==> src/rtl/shared_ram_arbiter.sv <==
// Two-requester round-robin arbiter for the shared 2 KiB byte RAM.
// It arbitrates between the M68K and the Z80, drives the registered RAM port,
// and returns per-side ack and read data, M68K DTACK and Z80 WAIT.
//
// state   | meaning
// --------+-------------------------------------------------------------
// IDLE    | pick an eligible requester; register the RAM address/data/we
// ACCESS  | RAM samples the address; write strobe is dropped
// CAPTURE | RAM data valid; latch into owner's dout and ack if still requested
module shared_ram_arbiter #(
  parameter int ADDR_W = 11,
  parameter int DATA_W = 8
) (
  input  logic              clk_sys,
  input  logic              reset,
  input  logic              m68k_req,
  input  logic              m68k_we,
  input  logic [ADDR_W-1:0] m68k_addr,
  input  logic [DATA_W-1:0] m68k_din,
  output logic [DATA_W-1:0] m68k_dout,
  output logic              m68k_dtack_n,
  input  logic              z80_req,
  input  logic              z80_we,
  input  logic [ADDR_W-1:0] z80_addr,
  input  logic [DATA_W-1:0] z80_din,
  output logic [DATA_W-1:0] z80_dout,
  output logic              z80_wait_n,
  output logic [ADDR_W-1:0] ram_addr,
  output logic              ram_we,
  output logic [DATA_W-1:0] ram_din,
  input  logic [DATA_W-1:0] ram_dout
);

  typedef enum logic [1:0] {S_IDLE, S_ACCESS, S_CAPTURE} state_t;

  localparam logic OWN_M68K = 1'b0;
  localparam logic OWN_Z80  = 1'b1;

  state_t             r_state;
  logic               r_owner;
  logic               r_last_grant;
  logic               r_acc_we;
  logic               r_m_ack;
  logic               r_z_ack;
  logic               r_m_served;
  logic               r_z_served;
  logic [DATA_W-1:0]  r_m_dout;
  logic [DATA_W-1:0]  r_z_dout;
  logic [ADDR_W-1:0]  r_ram_addr;
  logic               r_ram_we;
  logic [DATA_W-1:0]  r_ram_din;

  logic               w_m_elig;
  logic               w_z_elig;
  logic               w_grant_z80;
  logic               w_owner_req;
  logic [DATA_W-1:0]  w_cap_data;

  // A side may be granted only after its previous transfer was released.
  assign w_m_elig    = m68k_req & ~r_m_served;
  assign w_z_elig    = z80_req & ~r_z_served;
  // Z80 wins when alone, or on a tie when the M68K had the last grant.
  assign w_grant_z80 = w_z_elig & (~w_m_elig | (r_last_grant == OWN_M68K));
  assign w_owner_req = (r_owner == OWN_Z80) ? z80_req : m68k_req;
  // Writes echo the data that was written rather than the RAM's old contents.
  assign w_cap_data  = r_acc_we ? r_ram_din : ram_dout;

  // Arbitration FSM, RAM port registers and per-side handshake.
  always_ff @(posedge clk_sys) begin
    if (reset) begin
      r_state      <= S_IDLE;
      r_owner      <= OWN_M68K;
      r_last_grant <= OWN_Z80;
      r_acc_we     <= 1'b0;
      r_m_ack      <= 1'b0;
      r_z_ack      <= 1'b0;
      r_m_served   <= 1'b0;
      r_z_served   <= 1'b0;
      r_m_dout     <= '0;
      r_z_dout     <= '0;
      r_ram_addr   <= '0;
      r_ram_we     <= 1'b0;
      r_ram_din    <= '0;
    end else begin
      // A released request frees the side for its next transfer.
      if (!m68k_req) begin
        r_m_ack    <= 1'b0;
        r_m_served <= 1'b0;
      end
      if (!z80_req) begin
        r_z_ack    <= 1'b0;
        r_z_served <= 1'b0;
      end

      case (r_state)
        S_IDLE: begin
          if (w_m_elig || w_z_elig) begin
            r_owner      <= w_grant_z80;
            r_last_grant <= w_grant_z80;
            r_acc_we     <= w_grant_z80 ? z80_we : m68k_we;
            r_ram_we     <= w_grant_z80 ? z80_we : m68k_we;
            r_ram_addr   <= w_grant_z80 ? z80_addr : m68k_addr;
            r_ram_din    <= w_grant_z80 ? z80_din : m68k_din;
            r_state      <= S_ACCESS;
          end
        end
        S_ACCESS: begin
          r_ram_we <= 1'b0;
          r_state  <= S_CAPTURE;
        end
        S_CAPTURE: begin
          // A request dropped here is abandoned; any write already landed.
          if (w_owner_req) begin
            if (r_owner == OWN_Z80) begin
              r_z_dout   <= w_cap_data;
              r_z_ack    <= 1'b1;
              r_z_served <= 1'b1;
            end else begin
              r_m_dout   <= w_cap_data;
              r_m_ack    <= 1'b1;
              r_m_served <= 1'b1;
            end
          end
          r_state <= S_IDLE;
        end
        default: r_state <= S_IDLE;
      endcase
    end
  end

  assign m68k_dout    = r_m_dout;
  assign m68k_dtack_n = ~r_m_ack;
  assign z80_dout     = r_z_dout;
  assign z80_wait_n   = ~(z80_req & ~r_z_ack);
  assign ram_addr     = r_ram_addr;
  assign ram_we       = r_ram_we;
  assign ram_din      = r_ram_din;

endmodule

==> config.mk <==
export PLATFORM = sky130hd
export DESIGN_NAME = shared_ram_arbiter
export DESIGN_NICKNAME = d
export VERILOG_FILES = /design/src/rtl/shared_ram_arbiter.sv
export SDC_FILE = /design/constraint.sdc
export NUM_CORES = 1
export LEC_CHECK = 0
export ABC_AREA = 1
export CAP_MARGIN = 40
export CORE_MARGIN = 10
export CORE_UTILIZATION = 38
export DETAILED_ROUTE_END_ITERATION = 16
export PLACE_DENSITY_LB_ADDON = 0.08
export SYNTH_ARGS = -nofsm -noshare
export SYNTH_HDL_FRONTEND = slang
export SYNTH_SLANG_ARGS = --single-unit
export TNS_END_PERCENT = 30
==> constraint.sdc <==
create_clock -name clk_sys -period 1.2 [get_ports clk_sys]
set_clock_uncertainty 0.05 [all_clocks]
set_input_delay 0.3 -clock clk_sys [delete_from_list [all_inputs] [get_ports clk_sys]]
set_output_delay 0.3 -clock clk_sys [all_outputs]
set_load 0.005 [all_outputs]
* After elaboration in Yosys (flattened, before gate mapping)
Cells that the tools add are included.
** Word-level totals
- Bits in registers :: 45
- Latch bits :: 0
- Bits in writable memories :: 0
- ROM bits :: 0
- Output and inout port bits :: 38
- Memories kept :: 0
** Cells by class
- $add $sub $neg :: 0
- $mul :: 0
- Div/mod/pow operators :: 0
- Order comparisons :: 0
- Eq/ne operators :: 3
- Shift operators :: 0
- Mux-type cells :: 25
- Bitwise gates (word level) :: 13
- Reductions and logical operators :: 7
** Operators with widths (number)
- 2-to-1 mux 1 bit :: 19
- 2-to-1 mux 8 bit :: 2
- 2-to-1 mux 11 bit :: 1
- NOT 1 bit :: 8
- AND reduction 3 bit :: 2
- AND 1 bit :: 4
- one-hot mux 2 bit (2 select lines) :: 1
- AND reduction 2 bit :: 2
- == test 2 x 1 -> 1 bit, second input constant :: 1
- == test 2 bit, second input constant :: 1
- logical NOT 2 bit :: 1
- 2-to-1 mux 2 bit :: 1
- != test 2 bit, second input constant :: 1
- one-hot mux 1 bit (2 select lines) :: 1
- nonzero test 2 bit :: 1
- logical OR 1 bit :: 1
- bitwise OR 1 bit :: 1

* Longest topological paths before layout
- Depth after elaboration :: 8
- Gate-level depth with buffers :: 10
- Depth with buffers taken out :: 8

* Worst setup path before layout
OpenSTA, ideal clock, no wires.
- Path type :: reg2reg
- Start :: reg r_state[0]
- End :: reg r_ram_addr[2], in the netlist ram_addr[2]
- Setup time :: 0.117 ns
- Data arrival time :: 1.039 ns
- Required time :: 1.033 ns
- Path slack :: -0.006 ns
- Cell stages (with the launch flop) :: 9
- Path through :: dfxtp_1 -> nor2_2 -> nand2_2 -> inv_1 -> buf_6 -> buf_6 -> nand2_1 -> nor2_1 -> nor2_1
** On the way
- Word-level cells in the longest chain between the ends :: 2
** RTL lines
- from (decl) :: line 39 : state_t r_state;
- from (signal assigned) :: line 71 : r_state <= S_IDLE;
- from (signal assigned) :: line 104 : r_state <= S_ACCESS;
- from (signal assigned) :: line 109 : r_state <= S_CAPTURE;
- logical NOT 2 bit :: line 95 : case (r_state)
- AND reduction 2 bit (no line)
- to (signal assigned) :: line 102 : r_ram_addr <= w_grant_z80 ? z80_addr : m68k_addr;
- to (decl) :: line 49 : logic [ADDR_W-1:0] r_ram_addr;
Every way passes these cells.
A chain may end at the register's enable or synchronous reset.

* Worst setup path after layout
- Start :: reg r_z_served
- End :: reg r_ram_din[7], in the netlist ram_din[7]
** On the way
- Word-level cells in the longest chain between the ends :: 4
** RTL lines
- from (decl) :: line 46 : logic r_z_served;
- from (signal assigned) :: line 78 : r_z_served <= 1'b0;
- from (signal assigned) :: line 92 : r_z_served <= 1'b0;
- from (signal assigned) :: line 117 : r_z_served <= 1'b1;
- NOT 1 bit * :: line 61 : assign w_z_elig = z80_req & ~r_z_served;
- AND 1 bit * :: line 61
- AND 1 bit or logical OR 1 bit (tied branches) :: line 63, 97
- 2-to-1 mux 8 bit or AND reduction 2 bit (tied branches)
- to (signal assigned) :: line 103 : r_ram_din <= w_grant_z80 ? z80_din : m68k_din;
- to (decl) :: line 51 : logic [DATA_W-1:0] r_ram_din;
Every way passes the cells marked *; elsewhere a longest branch is shown, timed or not.

==> impl_metrics.csv <==
group,metric,value,unit
placed_design,hpwl,4640,um
clocking,cts_made_buffers,5,
synth,syn_area,2060,um2
layout,multiInputGateArea,933,um2
route,drc,0,
grt,track_usage,0.142,
clocking,clkTransAtPathRegs,0.10,ns
sta,fin_ws,-0.0535,ns
layout,regArea,947,um2
layout,nFillCells,476,
grt,grt_pass1_vias,2151,
critical_path,path_delay_family,"simple AND/OR/NAND/NOR gates",
synth,ys_seq_elements,45,
layout,nets,486,
clocking,tritoncts,"done",
critical_path,crit_arrival,1.41,ns
route,wire_per_inst,14.5,um
critical_path,path_cells,"nor2_2 > nand2_2 > inv_4 > clkbuf_16 > nor2_1 > nor2_1 > nor2_1",
die,die_y,93.6,um
synth,yosysWarnings,0,
grt,overflow,0,
route,vias,2352,
sta,whs,0.395,ns
synth,synth_top_cell_area_share,0.438,
route,wl,7310,um
die,fp.dieW,93.6,um
route,viasPerCell,4.66,
die,die_area,8760,um2
clocking,cts_hold_buf,0,
critical_path,start_kind,"flop",
pwr,p_leak,1.65,nW
route,first_pass_iters,4,
synth,synth_top_family_by_area,"simple AND/OR/NAND/NOR gates",
synth,yosys.area_share.simple,0.265,
critical_path,critPathSlowestCell,"dfxtp_2",
synth,synth_compound_area_frac,0.162,
critical_path,cp_max_fo,19,
critical_path,max_stage_delay,0.34,ns
synth,synth_ff_type,"dfxtp_1",
die,num_io_pins,90,
critical_path,endpoint_kind,"flop",
synth,synth_most_common_cell,"nor2_1",
layout,drive_gt1_frac,0.336,
route,first_iter_violations,89,
synth,syn_avg_cell_area,6.55,um2
synth,netlist_top_cells_area,"dfxtp_1, nor2_1, nand2_1",
placed_design,place.gp.congestion,0.799,
synth,ys_seq_area_frac,0.438,
pwr,cellPowerDensity,1170,nW/um2
sta,max_freq,798,MHz
sta,post-route-min-period,1.25,ns
synth,synth.distinct_cells,16,
die,placementRows,26,
sta,rsz0062_at_grt,"true",
critical_path,cp.required,1.35,ns
placed_design,io_buffers,89,
synth,synth_nets,366,
synth,synth_area_leader_cell,"dfxtp_1",
synth,synthCells,314,
critical_path,crit_top_cell,"nor2_1",
clocking,clk_latency,0.31,ns
synth,synth_edf_count,0,
synth,synthTopCellsByCount,"nor2_1, nand2_1, inv_1",
clocking,clock-sinks,45,
layout,diodes,0,
status,outcome,"finished with violations",
critical_path,crit_buf_inv,2,
clocking,htree_levels,2,
synth,muxShareOfSynthArea,0,
synth,yosys.area_share.adder,0,
sta,setup_viol,7,
status,failed_checks,"negative setup slack",
job,drv_cap,0,
sta,final_hold_viol_count,0,
die,start_util,0.398,
grt,antenna_found_initial,0,
grt,grt_max_degree,40,
layout,final_core_util,0.667,
clocking,clockBufferDepth,2,
die,core_area,5170,um2
route,drtAntennaViolNets,0,
sta,min_period_over_period,1.04,
grt,grt_pass1_wl,10000,um
sta,tightestPinTransition,0.332,ns
layout,syn2layout_area_growth,67.6,%
hold_path,min_path_type,"reg2reg",
sta,max-slew-margin-rel,0.776,
synth,async_reset_ff_frac,0,
sta,slew_viol_final,0,
critical_path,criticalPathCategory,"reg2reg",
synth,synth-xor-area-share,0,
clocking,root_buffer,"clkbuf_8",
pwr,peakVddDrop,0.000699,V
-- worst paths after layout --
| path | from | to | slack (ns) | cells past startpoint |
|---|---|---|---|---|
| setup / recovery | r_z_served | ram_din[7] | -0.05 | 7 |
| hold / removal | z80_dout[1] | z80_dout[1] | 0.39 | 2 |
| hold reg to reg | z80_dout[1] | z80_dout[1] | 0.39 | 2 |
| setup reg to reg | r_z_served | ram_din[7] | -0.05 | 7 |
-- worst reg2reg max path: cells and delay by family, from the launching register on --
| family | cells | cell delay, ns |
|---|---|---|
| AND/OR/NAND/NOR | 5 | 0.46 |
| flip-flops | 1 | 0.34 |
| buffers and inverters | 2 | 0.30 |
-- metrics by stage --
step	total power, mW	setup WS, ns	instance area, um2	cells	TNS, ns
global placement	2.66	-0.527	3180	484	-19.03
floorplan	2.11	0.00722	2060	314	0
finish	4.02	-0.0535	3450	505	-0.169
CTS	3.82	-0.0379	3340	494	-0.459
detailed placement	2.67	-0.539	3180	484	-20.12
global route	4.23	-0.119	3450	505	-1.62
-- cell usage in the layout, fill, tap and decap left out, drive strengths merged --
cell type,Yosys,routed
nor2,71,71
nand2,63,63
buf,13,50
clkdlybuf4s50,0,49
inv,47,48
dfxtp,45,45
o21ai,43,43
clkbuf,3,30
a21oi,23,23
nand3,6,6
dlygate4sd2,0,3
clkinv,0,1
bufinv,0,1
clkinvlp,0,1
clkdlybuf4s15,0,1
-- sequential cells by signal, summed over array words and instances (netlist names), 2 cells and up --
name,flops
m68k_dout,8
z80_dout,8
ram_addr,11
r_state,2
ram_din,8
-- final cells by class --
type                            count  area share
Timing Repair Buffer              128       0.340
Inverter                           47      0.0540
Tap cell                           70      0.0254
Multi-Input combinational cell    206       0.271
Clock buffer                        5      0.0199
Sequential cell                    45       0.275
Clock inverter                      3      0.0134
Timing Repair inverter              1     0.00181
-- kinds of logic after synthesis --
group | count (synthesis)
AND/OR/NAND/NOR | 140
flip-flops | 45
AO/OA/AOI/OAI | 66
buffers and inverters | 63
-- what timing repair did --
| action | 4_1_cts | 5_1_grt |
|---|---|---|
| buffers inserted | 1 | 2 |
| setup endpoints to repair | 79 | 61 |
| resized for setup | 128 | 88 |
| pin swaps | 1 | 3 |
| cloned | 1 | 9 |
-- report_power, final --
part           internal (mW)  switching (mW)  leakage [nW]
clock network          0.624           0.551        0.0543
registers               1.62          0.0660         0.384
logic                  0.623           0.532          1.21
total                   2.87            1.15          1.65
-- routing by layer --
layer  wire (um)  vias up  track usage
met1        2920     1048        0.152
li1            -     1205            -
met4         164        0       0.0646
met2        3650       86        0.235
met3         580       13       0.0647
met5           0        -            0
Power figures use the tool's default switching activity.
